==> src/rtl/ccu_coherence_arbiter_if.sv <==
// rtl/ccu_coherence_arbiter_if.sv - L1 request, snoop and memory signal bundle for the coherence arbiter
interface ccu_coherence_arbiter_if #(
    parameter int NUM_CORES = 4
);
    logic [NUM_CORES-1:0]    req;
    logic [NUM_CORES-1:0]    req_rd;
    logic [NUM_CORES-1:0]    req_wr;
    logic [32*NUM_CORES-1:0] req_addr;
    logic [32*NUM_CORES-1:0] req_data;
    logic [NUM_CORES-1:0]    bs_req;
    logic [31:0]             snoop_address;
    logic [1:0]              snoop_upd_state;
    logic [NUM_CORES-1:0]    snoop_valid;
    logic [NUM_CORES-1:0]    snoop_hit;
    logic [2*NUM_CORES-1:0]  snoop_state;
    logic [32*NUM_CORES-1:0] snoop_data;
    logic [NUM_CORES-1:0]    CCU_ready;
    logic [31:0]             data_out_CCU;
    logic [1:0]              cache_upd_state_core;
    logic                    mem_req;
    logic                    mem_wr;
    logic [31:0]             mem_addr;
    logic [31:0]             mem_wdata;
    logic                    mem_ready;
    logic [31:0]             mem_rdata;
    logic                    busy;

    modport slave (
        input  req, req_rd, req_wr, req_addr, req_data,
        input  snoop_valid, snoop_hit, snoop_state, snoop_data,
        input  mem_ready, mem_rdata,
        output bs_req, snoop_address, snoop_upd_state,
        output CCU_ready, data_out_CCU, cache_upd_state_core,
        output mem_req, mem_wr, mem_addr, mem_wdata, busy
    );

    modport master (
        output req, req_rd, req_wr, req_addr, req_data,
        output snoop_valid, snoop_hit, snoop_state, snoop_data,
        output mem_ready, mem_rdata,
        input  bs_req, snoop_address, snoop_upd_state,
        input  CCU_ready, data_out_CCU, cache_upd_state_core,
        input  mem_req, mem_wr, mem_addr, mem_wdata, busy
    );
endinterface

==> src/rtl/ccu_coherence_arbiter.sv <==
// rtl/ccu_coherence_arbiter.sv - round-robin MESI snoop arbiter with writeback and memory fill
module ccu_coherence_arbiter #(
    parameter int NUM_CORES     = 4,
    parameter int SNOOP_TIMEOUT = 16
) (
    input logic                    clk,
    input logic                    rst,
    ccu_coherence_arbiter_if.slave bus
);
    localparam int IW = $clog2(NUM_CORES);
    localparam int TW = $clog2(SNOOP_TIMEOUT + 1);
    localparam logic [1:0] ST_M = 2'b00, ST_E = 2'b01, ST_S = 2'b10, ST_I = 2'b11;

    typedef enum logic [2:0] {IDLE, SNOOP, COLLECT, MEM_WB, MEM_RD, RESPOND} state_t;

    state_t                  state_q, state_d;
    logic [IW-1:0]           rr_ptr_q, rr_ptr_d;
    logic [IW-1:0]           gnt_q, gnt_d;
    logic                    rd_q, rd_d;
    logic [31:0]             addr_q, addr_d;
    logic [31:0]             wdata_q, wdata_d;
    logic [NUM_CORES-1:0]    resp_q, resp_d;
    logic [NUM_CORES-1:0]    hit_q, hit_d;
    logic [2*NUM_CORES-1:0]  rstate_q, rstate_d;
    logic [32*NUM_CORES-1:0] rdata_q, rdata_d;
    logic [TW-1:0]           timer_q, timer_d;
    logic [31:0]             ret_data_q, ret_data_d;
    logic [1:0]              ret_state_q, ret_state_d;

    logic [NUM_CORES-1:0]    bs_req_q, bs_req_d;
    logic [NUM_CORES-1:0]    ccu_ready_q, ccu_ready_d;
    logic [31:0]             snoop_address_q, snoop_address_d;
    logic [1:0]              snoop_upd_state_q, snoop_upd_state_d;
    logic [31:0]             data_out_q, data_out_d;
    logic [1:0]              upd_state_q, upd_state_d;
    logic                    mem_req_q, mem_req_d;
    logic                    mem_wr_q, mem_wr_d;
    logic [31:0]             mem_addr_q, mem_addr_d;
    logic [31:0]             mem_wdata_q, mem_wdata_d;
    logic                    busy_q, busy_d;

    logic                    gnt_found;
    logic [IW-1:0]           gnt_idx;
    logic                    own_found;
    logic                    own_m;
    logic [IW-1:0]           own_idx;
    logic [31:0]             own_word;
    logic [NUM_CORES-1:0]    gnt_onehot;
    logic                    collect_done;

    always_comb begin
        gnt_found = 1'b0;
        gnt_idx   = '0;
        for (int k = 0; k < NUM_CORES; k++) begin
            if (!gnt_found && bus.req[(int'(rr_ptr_q) + k) % NUM_CORES]) begin
                gnt_found = 1'b1;
                gnt_idx   = IW'((int'(rr_ptr_q) + k) % NUM_CORES);
            end
        end
    end

    // Owner is the lowest hitting core, but any M holder wins since it has the only valid copy.
    always_comb begin
        own_found = 1'b0;
        own_m     = 1'b0;
        own_idx   = '0;
        for (int j = 0; j < NUM_CORES; j++) begin
            if (resp_q[j] && hit_q[j]) begin
                if (rstate_q[2*j +: 2] == ST_M && !own_m) begin
                    own_idx   = IW'(j);
                    own_m     = 1'b1;
                    own_found = 1'b1;
                end else if (!own_found) begin
                    own_idx   = IW'(j);
                    own_found = 1'b1;
                end
            end
        end
        own_word = rdata_q[32*own_idx +: 32];
    end

    assign gnt_onehot   = NUM_CORES'(1) << gnt_q;
    assign collect_done = (&(resp_q | gnt_onehot)) || (timer_q == TW'(SNOOP_TIMEOUT));

    always_comb begin
        state_d           = state_q;
        rr_ptr_d          = rr_ptr_q;
        gnt_d             = gnt_q;
        rd_d              = rd_q;
        addr_d            = addr_q;
        wdata_d           = wdata_q;
        resp_d            = resp_q;
        hit_d             = hit_q;
        rstate_d          = rstate_q;
        rdata_d           = rdata_q;
        timer_d           = timer_q;
        ret_data_d        = ret_data_q;
        ret_state_d       = ret_state_q;
        bs_req_d          = '0;
        ccu_ready_d       = '0;
        snoop_address_d   = snoop_address_q;
        snoop_upd_state_d = snoop_upd_state_q;
        data_out_d        = data_out_q;
        upd_state_d       = upd_state_q;
        mem_req_d         = mem_req_q;
        mem_wr_d          = mem_wr_q;
        mem_addr_d        = mem_addr_q;
        mem_wdata_d       = mem_wdata_q;
        case (state_q)
            IDLE: begin
                if (gnt_found) begin
                    gnt_d             = gnt_idx;
                    rd_d              = bus.req_rd[gnt_idx] | ~bus.req_wr[gnt_idx];
                    addr_d            = bus.req_addr[32*gnt_idx +: 32];
                    wdata_d           = bus.req_data[32*gnt_idx +: 32];
                    rr_ptr_d          = (gnt_idx == IW'(NUM_CORES - 1)) ? '0 : gnt_idx + 1'b1;
                    bs_req_d          = ~(NUM_CORES'(1) << gnt_idx);
                    snoop_address_d   = bus.req_addr[32*gnt_idx +: 32];
                    snoop_upd_state_d = rd_d ? ST_S : ST_I;
                    state_d           = SNOOP;
                end
            end
            SNOOP: begin
                resp_d  = '0;
                hit_d   = '0;
                timer_d = '0;
                state_d = COLLECT;
            end
            COLLECT: begin
                for (int j = 0; j < NUM_CORES; j++) begin
                    if (bus.snoop_valid[j] && IW'(j) != gnt_q) begin
                        resp_d[j]           = 1'b1;
                        hit_d[j]            = bus.snoop_hit[j];
                        rstate_d[2*j +: 2]  = bus.snoop_state[2*j +: 2];
                        rdata_d[32*j +: 32] = bus.snoop_data[32*j +: 32];
                    end
                end
                timer_d = timer_q + 1'b1;
                if (collect_done) begin
                    if (own_m) begin
                        state_d     = MEM_WB;
                        mem_req_d   = 1'b1;
                        mem_wr_d    = 1'b1;
                        mem_addr_d  = addr_q;
                        mem_wdata_d = own_word;
                        ret_data_d  = rd_q ? own_word : wdata_q;
                        ret_state_d = rd_q ? ST_S : ST_M;
                    end else if (rd_q && !own_found) begin
                        state_d    = MEM_RD;
                        mem_req_d  = 1'b1;
                        mem_wr_d   = 1'b0;
                        mem_addr_d = addr_q;
                    end else begin
                        state_d     = RESPOND;
                        ccu_ready_d = gnt_onehot;
                        data_out_d  = rd_q ? own_word : wdata_q;
                        upd_state_d = rd_q ? ST_S : ST_M;
                    end
                end
            end
            MEM_WB: begin
                if (bus.mem_ready) begin
                    mem_req_d   = 1'b0;
                    mem_wr_d    = 1'b0;
                    state_d     = RESPOND;
                    ccu_ready_d = gnt_onehot;
                    data_out_d  = ret_data_q;
                    upd_state_d = ret_state_q;
                end
            end
            MEM_RD: begin
                if (bus.mem_ready) begin
                    mem_req_d   = 1'b0;
                    state_d     = RESPOND;
                    ccu_ready_d = gnt_onehot;
                    data_out_d  = bus.mem_rdata;
                    upd_state_d = ST_E;
                end
            end
            RESPOND: state_d = IDLE;
            default: state_d = IDLE;
        endcase
        busy_d = (state_d != IDLE);
    end

    always_ff @(posedge clk) begin
        if (!rst) begin
            state_q           <= IDLE;
            rr_ptr_q          <= '0;
            gnt_q             <= '0;
            rd_q              <= 1'b0;
            addr_q            <= '0;
            wdata_q           <= '0;
            resp_q            <= '0;
            hit_q             <= '0;
            rstate_q          <= '1;
            rdata_q           <= '0;
            timer_q           <= '0;
            ret_data_q        <= '0;
            ret_state_q       <= ST_I;
            bs_req_q          <= '0;
            ccu_ready_q       <= '0;
            snoop_address_q   <= '0;
            snoop_upd_state_q <= ST_I;
            data_out_q        <= '0;
            upd_state_q       <= ST_I;
            mem_req_q         <= 1'b0;
            mem_wr_q          <= 1'b0;
            mem_addr_q        <= '0;
            mem_wdata_q       <= '0;
            busy_q            <= 1'b0;
        end else begin
            state_q           <= state_d;
            rr_ptr_q          <= rr_ptr_d;
            gnt_q             <= gnt_d;
            rd_q              <= rd_d;
            addr_q            <= addr_d;
            wdata_q           <= wdata_d;
            resp_q            <= resp_d;
            hit_q             <= hit_d;
            rstate_q          <= rstate_d;
            rdata_q           <= rdata_d;
            timer_q           <= timer_d;
            ret_data_q        <= ret_data_d;
            ret_state_q       <= ret_state_d;
            bs_req_q          <= bs_req_d;
            ccu_ready_q       <= ccu_ready_d;
            snoop_address_q   <= snoop_address_d;
            snoop_upd_state_q <= snoop_upd_state_d;
            data_out_q        <= data_out_d;
            upd_state_q       <= upd_state_d;
            mem_req_q         <= mem_req_d;
            mem_wr_q          <= mem_wr_d;
            mem_addr_q        <= mem_addr_d;
            mem_wdata_q       <= mem_wdata_d;
            busy_q            <= busy_d;
        end
    end

    assign bus.bs_req               = bs_req_q;
    assign bus.snoop_address        = snoop_address_q;
    assign bus.snoop_upd_state      = snoop_upd_state_q;
    assign bus.CCU_ready            = ccu_ready_q;
    assign bus.data_out_CCU         = data_out_q;
    assign bus.cache_upd_state_core = upd_state_q;
    assign bus.mem_req              = mem_req_q;
    assign bus.mem_wr               = mem_wr_q;
    assign bus.mem_addr             = mem_addr_q;
    assign bus.mem_wdata            = mem_wdata_q;
    assign bus.busy                 = busy_q;
endmodule

==> src/flat_wrapper.sv <==
// flat-port wrapper written by rule: the top's interface ports become plain ports
module ccu_coherence_arbiter_flat 
#(
    parameter int NUM_CORES     = 4,
    parameter int SNOOP_TIMEOUT = 16
)
  (clk, rst, bus_req, bus_req_rd, bus_req_wr, bus_req_addr, bus_req_data, bus_snoop_valid, bus_snoop_hit, bus_snoop_state, bus_snoop_data, bus_mem_ready, bus_mem_rdata, bus_bs_req, bus_snoop_address, bus_snoop_upd_state, bus_CCU_ready, bus_data_out_CCU, bus_cache_upd_state_core, bus_mem_req, bus_mem_wr, bus_mem_addr, bus_mem_wdata, bus_busy);
  ccu_coherence_arbiter_if #(.NUM_CORES(NUM_CORES)) bus_i ();
  input logic clk;
  input logic rst;
  input wire logic [$bits(bus_i.req)-1:0] bus_req;
  input wire logic [$bits(bus_i.req_rd)-1:0] bus_req_rd;
  input wire logic [$bits(bus_i.req_wr)-1:0] bus_req_wr;
  input wire logic [$bits(bus_i.req_addr)-1:0] bus_req_addr;
  input wire logic [$bits(bus_i.req_data)-1:0] bus_req_data;
  input wire logic [$bits(bus_i.snoop_valid)-1:0] bus_snoop_valid;
  input wire logic [$bits(bus_i.snoop_hit)-1:0] bus_snoop_hit;
  input wire logic [$bits(bus_i.snoop_state)-1:0] bus_snoop_state;
  input wire logic [$bits(bus_i.snoop_data)-1:0] bus_snoop_data;
  input wire logic [$bits(bus_i.mem_ready)-1:0] bus_mem_ready;
  input wire logic [$bits(bus_i.mem_rdata)-1:0] bus_mem_rdata;
  output wire logic [$bits(bus_i.bs_req)-1:0] bus_bs_req;
  output wire logic [$bits(bus_i.snoop_address)-1:0] bus_snoop_address;
  output wire logic [$bits(bus_i.snoop_upd_state)-1:0] bus_snoop_upd_state;
  output wire logic [$bits(bus_i.CCU_ready)-1:0] bus_CCU_ready;
  output wire logic [$bits(bus_i.data_out_CCU)-1:0] bus_data_out_CCU;
  output wire logic [$bits(bus_i.cache_upd_state_core)-1:0] bus_cache_upd_state_core;
  output wire logic [$bits(bus_i.mem_req)-1:0] bus_mem_req;
  output wire logic [$bits(bus_i.mem_wr)-1:0] bus_mem_wr;
  output wire logic [$bits(bus_i.mem_addr)-1:0] bus_mem_addr;
  output wire logic [$bits(bus_i.mem_wdata)-1:0] bus_mem_wdata;
  output wire logic [$bits(bus_i.busy)-1:0] bus_busy;
  assign bus_i.req = bus_req;
  assign bus_i.req_rd = bus_req_rd;
  assign bus_i.req_wr = bus_req_wr;
  assign bus_i.req_addr = bus_req_addr;
  assign bus_i.req_data = bus_req_data;
  assign bus_i.snoop_valid = bus_snoop_valid;
  assign bus_i.snoop_hit = bus_snoop_hit;
  assign bus_i.snoop_state = bus_snoop_state;
  assign bus_i.snoop_data = bus_snoop_data;
  assign bus_i.mem_ready = bus_mem_ready;
  assign bus_i.mem_rdata = bus_mem_rdata;
  assign bus_bs_req = bus_i.bs_req;
  assign bus_snoop_address = bus_i.snoop_address;
  assign bus_snoop_upd_state = bus_i.snoop_upd_state;
  assign bus_CCU_ready = bus_i.CCU_ready;
  assign bus_data_out_CCU = bus_i.data_out_CCU;
  assign bus_cache_upd_state_core = bus_i.cache_upd_state_core;
  assign bus_mem_req = bus_i.mem_req;
  assign bus_mem_wr = bus_i.mem_wr;
  assign bus_mem_addr = bus_i.mem_addr;
  assign bus_mem_wdata = bus_i.mem_wdata;
  assign bus_busy = bus_i.busy;
  ccu_coherence_arbiter #(.NUM_CORES(NUM_CORES), .SNOOP_TIMEOUT(SNOOP_TIMEOUT)) u_core (.clk(clk), .rst(rst), .bus(bus_i));
endmodule
==> config.mk <==
export PLATFORM = sky130hd
export DESIGN_NAME = ccu_coherence_arbiter_flat
export DESIGN_NICKNAME = d
export VERILOG_FILES = /design/src/rtl/ccu_coherence_arbiter_if.sv /design/src/rtl/ccu_coherence_arbiter.sv /design/src/flat_wrapper.sv
export SDC_FILE = /design/constraint.sdc
export NUM_CORES = 1
export LEC_CHECK = 0
export CORE_AREA = 2 2 232 234
export DETAILED_ROUTE_END_ITERATION = 8
export DIE_AREA = 0 0 234 236
export DONT_BUFFER_PORTS = 1
export GPL_TIMING_DRIVEN = 0
export PLACE_DENSITY = 0.5
export SETUP_SLACK_MARGIN = 0.2
export SLEW_MARGIN = 40
export SYNTH_ARGS = -nofsm -noshare
export SYNTH_HDL_FRONTEND = slang
export SYNTH_SLANG_ARGS = --single-unit
==> constraint.sdc <==
create_clock -name clk -period 3.3 [get_ports clk]
set_clock_uncertainty 0.1 [all_clocks]
set_input_delay 0.66 -clock clk [delete_from_list [all_inputs] [get_ports clk]]
set_output_delay 0.66 -clock clk [all_outputs]
set_load 0.03 [all_outputs]
==> metrics.md <==
| Metric | Value |
|---|---|
| Max-slew headroom at the worst pin | between 40% and 50% |
| Layout-stage area growth over the synthesis result | 13.6% |
| Width of the die | 234 um |
| Minimum period implied by the final worst setup slack | between 2 and 3 ns |
| Setup slack after layout | about 0.32 ns |
| Antenna violations before repair | 19 |
| Arrival time at the worst endpoint | 3.37 ns |
| Number of enable-type register cells in the synthesized netlist | 0 |
| Critical path fanouts, max | 11 |
| Area of combinational cells with multiple inputs | just over 9000 sq um |
| Initial core utilization | around a third |
| Slowest cell on crit path | sky130_fd_sc_hd__buf_2 |
| Global placement routability congestion | 0.919 |
| # DRC | 0 |
| Max Cap Violations | 0 |
| Critical path endpoint category | flip-flop |
| Area taken by flip-flops and latches | around 7300 sq um |
| Root Driver | sky130_fd_sc_hd__clkbuf_16 |
| Routed vias/inst | 5.62 |
| Port Buffer Count | 0 |
| Largest net degree at the start of global routing | 14 |
| Top-level port count | 590 |
| Cell type with the highest occurrence count on the critical path | sky130_fd_sc_hd__buf_2 |
| Hpwl dp | 63200 um |
| Final-layout setup total negative slack | 0 ns |
| Final hold violations | 0 |
| Clock buffers created by TritonCTS | 44 |
| Syn. warnings | 0 |
| DRT iter0 DRCs | around 1600 |
| Fraction of layout cells with a size suffix above 1 | 13.0% |
| Via count of the first global-routing pass | 15800 |
| Post-synthesis sequential area ratio | approximately two fifths |
| Average cell area after synthesis | 8.53 sq um |
| CTS-repair resized insts | 0 |
| Total grt overflow | 0 |
| Max rail drop VDD | 334 uV |
| Overall die area | 55200 sq um |
| Total global-route track usage | 27.3% |
| Total setup buffers inserted after CTS | 0 |
| Wire length of the first global-routing pass | between 100000 and 150000 um |
| Number of synthesized register bits | between 300 and 400 |
| Reported leakage power | ~6.7 nW |
| Final worst path period share | 90.4% |
| Total number of placement rows | between 80 and 90 |
| Length of the first detailed-routing pass in iterations | 8 |
| Post-detailed-route count of antenna-violating nets | 0 |
| Max frequency | 335 MHz |
| Worst slew pin tran | approximately 0.87 ns |
| Instance area after placement | around 18000 sq um |
| Combined area of all synthesized cells | between 15000 and 20000 sq um |
| Smallest hold slack | roughly 0.096 ns |
| Power per unit of standard cell area | a little under 700 nW/um^2 |
| Unrepaired setup endpoints after global routing | false |
| CTS tree | done |
| Setup slack at placement | -0.113 ns |
| Wire length on met3 | between 8000 and 9000 um |
| Number of filler cells placed in the layout | ~5500 |
| Final Max Tran Viols | 0 |
| Detailed-route via count | 15900 |
| Cells along the critical path | nor2b_1, a211o_1, a21oi_1, buf_2, buf_2, buf_2, inv_1, ha_1, a211oi_1 |
| Met2 Wirelength | 34900 um |
| Number of failing setup endpoints in the final timing report | 0 |
| Post-synthesis cell type count | 69 |
| Maximum single-stage delay on the critical path | approximately 0.52 ns |
| Commonest cells after routing, fill and taps aside | 394 x sky130_fd_sc_hd__nand2_1, 365 x sky130_fd_sc_hd__dfxtp_1, 182 x sky130_fd_sc_hd__a21oi_1 |
| Commonest register cell after synthesis | sky130_fd_sc_hd__dfxtp_1 |
| Clock transition at the register clock pins on the worst setup and hold paths after CTS | approximately 0.060 ns |
| Average wire per cell in the routed design | about 28 um |
| Result of the run | finished clean |
| DRT met1 WL | approximately 33000 um |
| Total core area | around 53000 sq um |
| Clock tree sinks | between 300 and 400 |
| Hold buffer count at CTS | 0 |
| Classification of the worst setup path | reg2reg |
| Kind of launch point of the worst setup path | flip-flop |
| Routed wire length | around 78000 um |
| Number of nets at the end of the flow | 2541 |
| Worst hold path type | in2reg |
| Worst EP required | approximately 3.7 ns |
| Ys async rst share | 0% |
| CTS HTree Levels | 2 |
| Die height | roughly 240 um |
| Gate count of the mapped netlist | approximately 2000 |
| Most common library cell in the layout ignoring fill and taps | sky130_fd_sc_hd__nand2_1 |
| Uppermost layer routed | met5 |
| Post-Syn Nets | ~2500 |
| Area of all placed cells without fillers | 19800 sq um |
| Number of buffers on the longest clock path | 3 |
| Tot Pwr | 0.0137 W |
| Insertion delay of the later-clocked pin in the worst-skew pair | ~0.60 ns |
[routing by layer]
metal  up-vias  global-route usage [%]
met5         -                       0
met4        14                    5.91
met3        90                    11.3
met2       641                    42.1
met1      7745                    35.6
li1       7389                       -
[area by class of cell]
class                           instances  area share [%]
Timing Repair Buffer                    1          0.0253
Antenna cell                           13           0.164
Buffer                                184            4.49
Tap cell                              696            4.40
Multi-Input combinational cell       1481            46.5
Clock buffer                           68            6.63
Sequential cell                       365            36.9
Clock inverter                          7           0.595
Inverter                               11           0.209
[critical path, delay by kind of cell, from the launching register on]
kind                       cells  cell delay (ns)
AOI/OAI and AO/OA              3             0.63
adders and majority gates      1             0.33
buffers and inverters          4             1.34
DFF                            1             0.39
and+or+nand+nor                1             0.08
[worst paths after layout]
| kind | from | to | slack, ns | depth (start not counted) |
|---|---|---|---|---|
| hold reg to reg | u_core.ret_state_q[0] | u_core.ret_state_q[0] | 0.35 | 2 |
| setup reg to reg | u_core.rr_ptr_q[0] | u_core.rr_ptr_q[1] | 0.32 | 9 |
| setup / recovery | u_core.rr_ptr_q[0] | u_core.rr_ptr_q[1] | 0.32 | 9 |
| hold / removal | bus_snoop_data[105] | u_core.rdata_q[105] | 0.1 | 2 |
[synthesized netlist by cell type, drive strengths merged (3+ instances only)]
cell | count | share of area, %
a31oi | 31 | 2.2
clkbuf | 113 | 2.5
o21ai | 169 | 4.9
nand3 | 88 | 2.5
nand4 | 5 | 0.18
o2bb2ai | 30 | 1.5
buf | 70 | 2.5
and4bb | 3 | 0.26
nand2 | 394 | 8.5
nand2b | 4 | 0.14
o211ai | 34 | 1.5
and2 | 33 | 1.2
mux2i | 162 | 9.3
nor2 | 58 | 1.3
a21oi | 183 | 5.3
dfxtp | 365 | 42
nor2b | 6 | 0.22
nor3 | 131 | 4.6
inv | 11 | 0.24
and3 | 5 | 0.18
a211oi | 34 | 2.4
o21a | 3 | 0.13
or3 | 3 | 0.11
a222oi | 33 | 1.9
mux2 | 34 | 2.2
ha | 6 | 0.43
[flip-flops by register name, indices dropped and copies added, names as in the netlist, 2 cells and up]
| register | cells |
|---|---|
| u_core.bus.bs_req | 4 |
| u_core.rr_ptr_q | 2 |
| u_core.bus.CCU_ready | 4 |
| u_core.bus.mem_wdata | 32 |
| u_core.wdata_q | 32 |
| u_core.bus.snoop_address | 32 |
| u_core.gnt_q | 2 |
| u_core.bus.data_out_CCU | 32 |
| u_core.hit_q | 4 |
| u_core.bus.mem_addr | 32 |
| u_core.bus.cache_upd_state_core | 2 |
| u_core.rdata_q | 128 |
| u_core.timer_q | 5 |
| u_core.state_q | 3 |
| u_core.rstate_q | 8 |
| u_core.resp_q | 4 |
| u_core.ret_data_q | 32 |
| u_core.ret_state_q | 2 |
[where the power goes]
part | internal, W | total [W] | switching (W)
combinational | 0.00108 | 0.00298 | 0.00190
clock | 0.00282 | 0.00486 | 0.00203
sequential | 0.00486 | 0.00590 | 0.00103
total | 0.00876 | 0.0137 | 0.00497
[cell families after synthesis]
kind of cell             count (synthesis)  share of synthesized area (%)
AO/OA/AOI/OAI                          535                           20.8
adder cells (fa/ha/maj)                  6                          0.431
buffers and inverters                  195                           5.29
flip-flops                             365                           42.0
multiplexers                           197                           11.6
other                                    1                         0.0215
AND/OR/NAND/NOR                        742                           19.9
[through the flow]
step	util, %	std cells
6_report	37.3	2826
5_1_grt	37.2	2814
4_1_cts	37.2	2813
3_5_place_dp	34.5	2738
3_3_place_gp	34.4	2737
2_1_floorplan	-	2041
(Power assumes the default switching activity.)
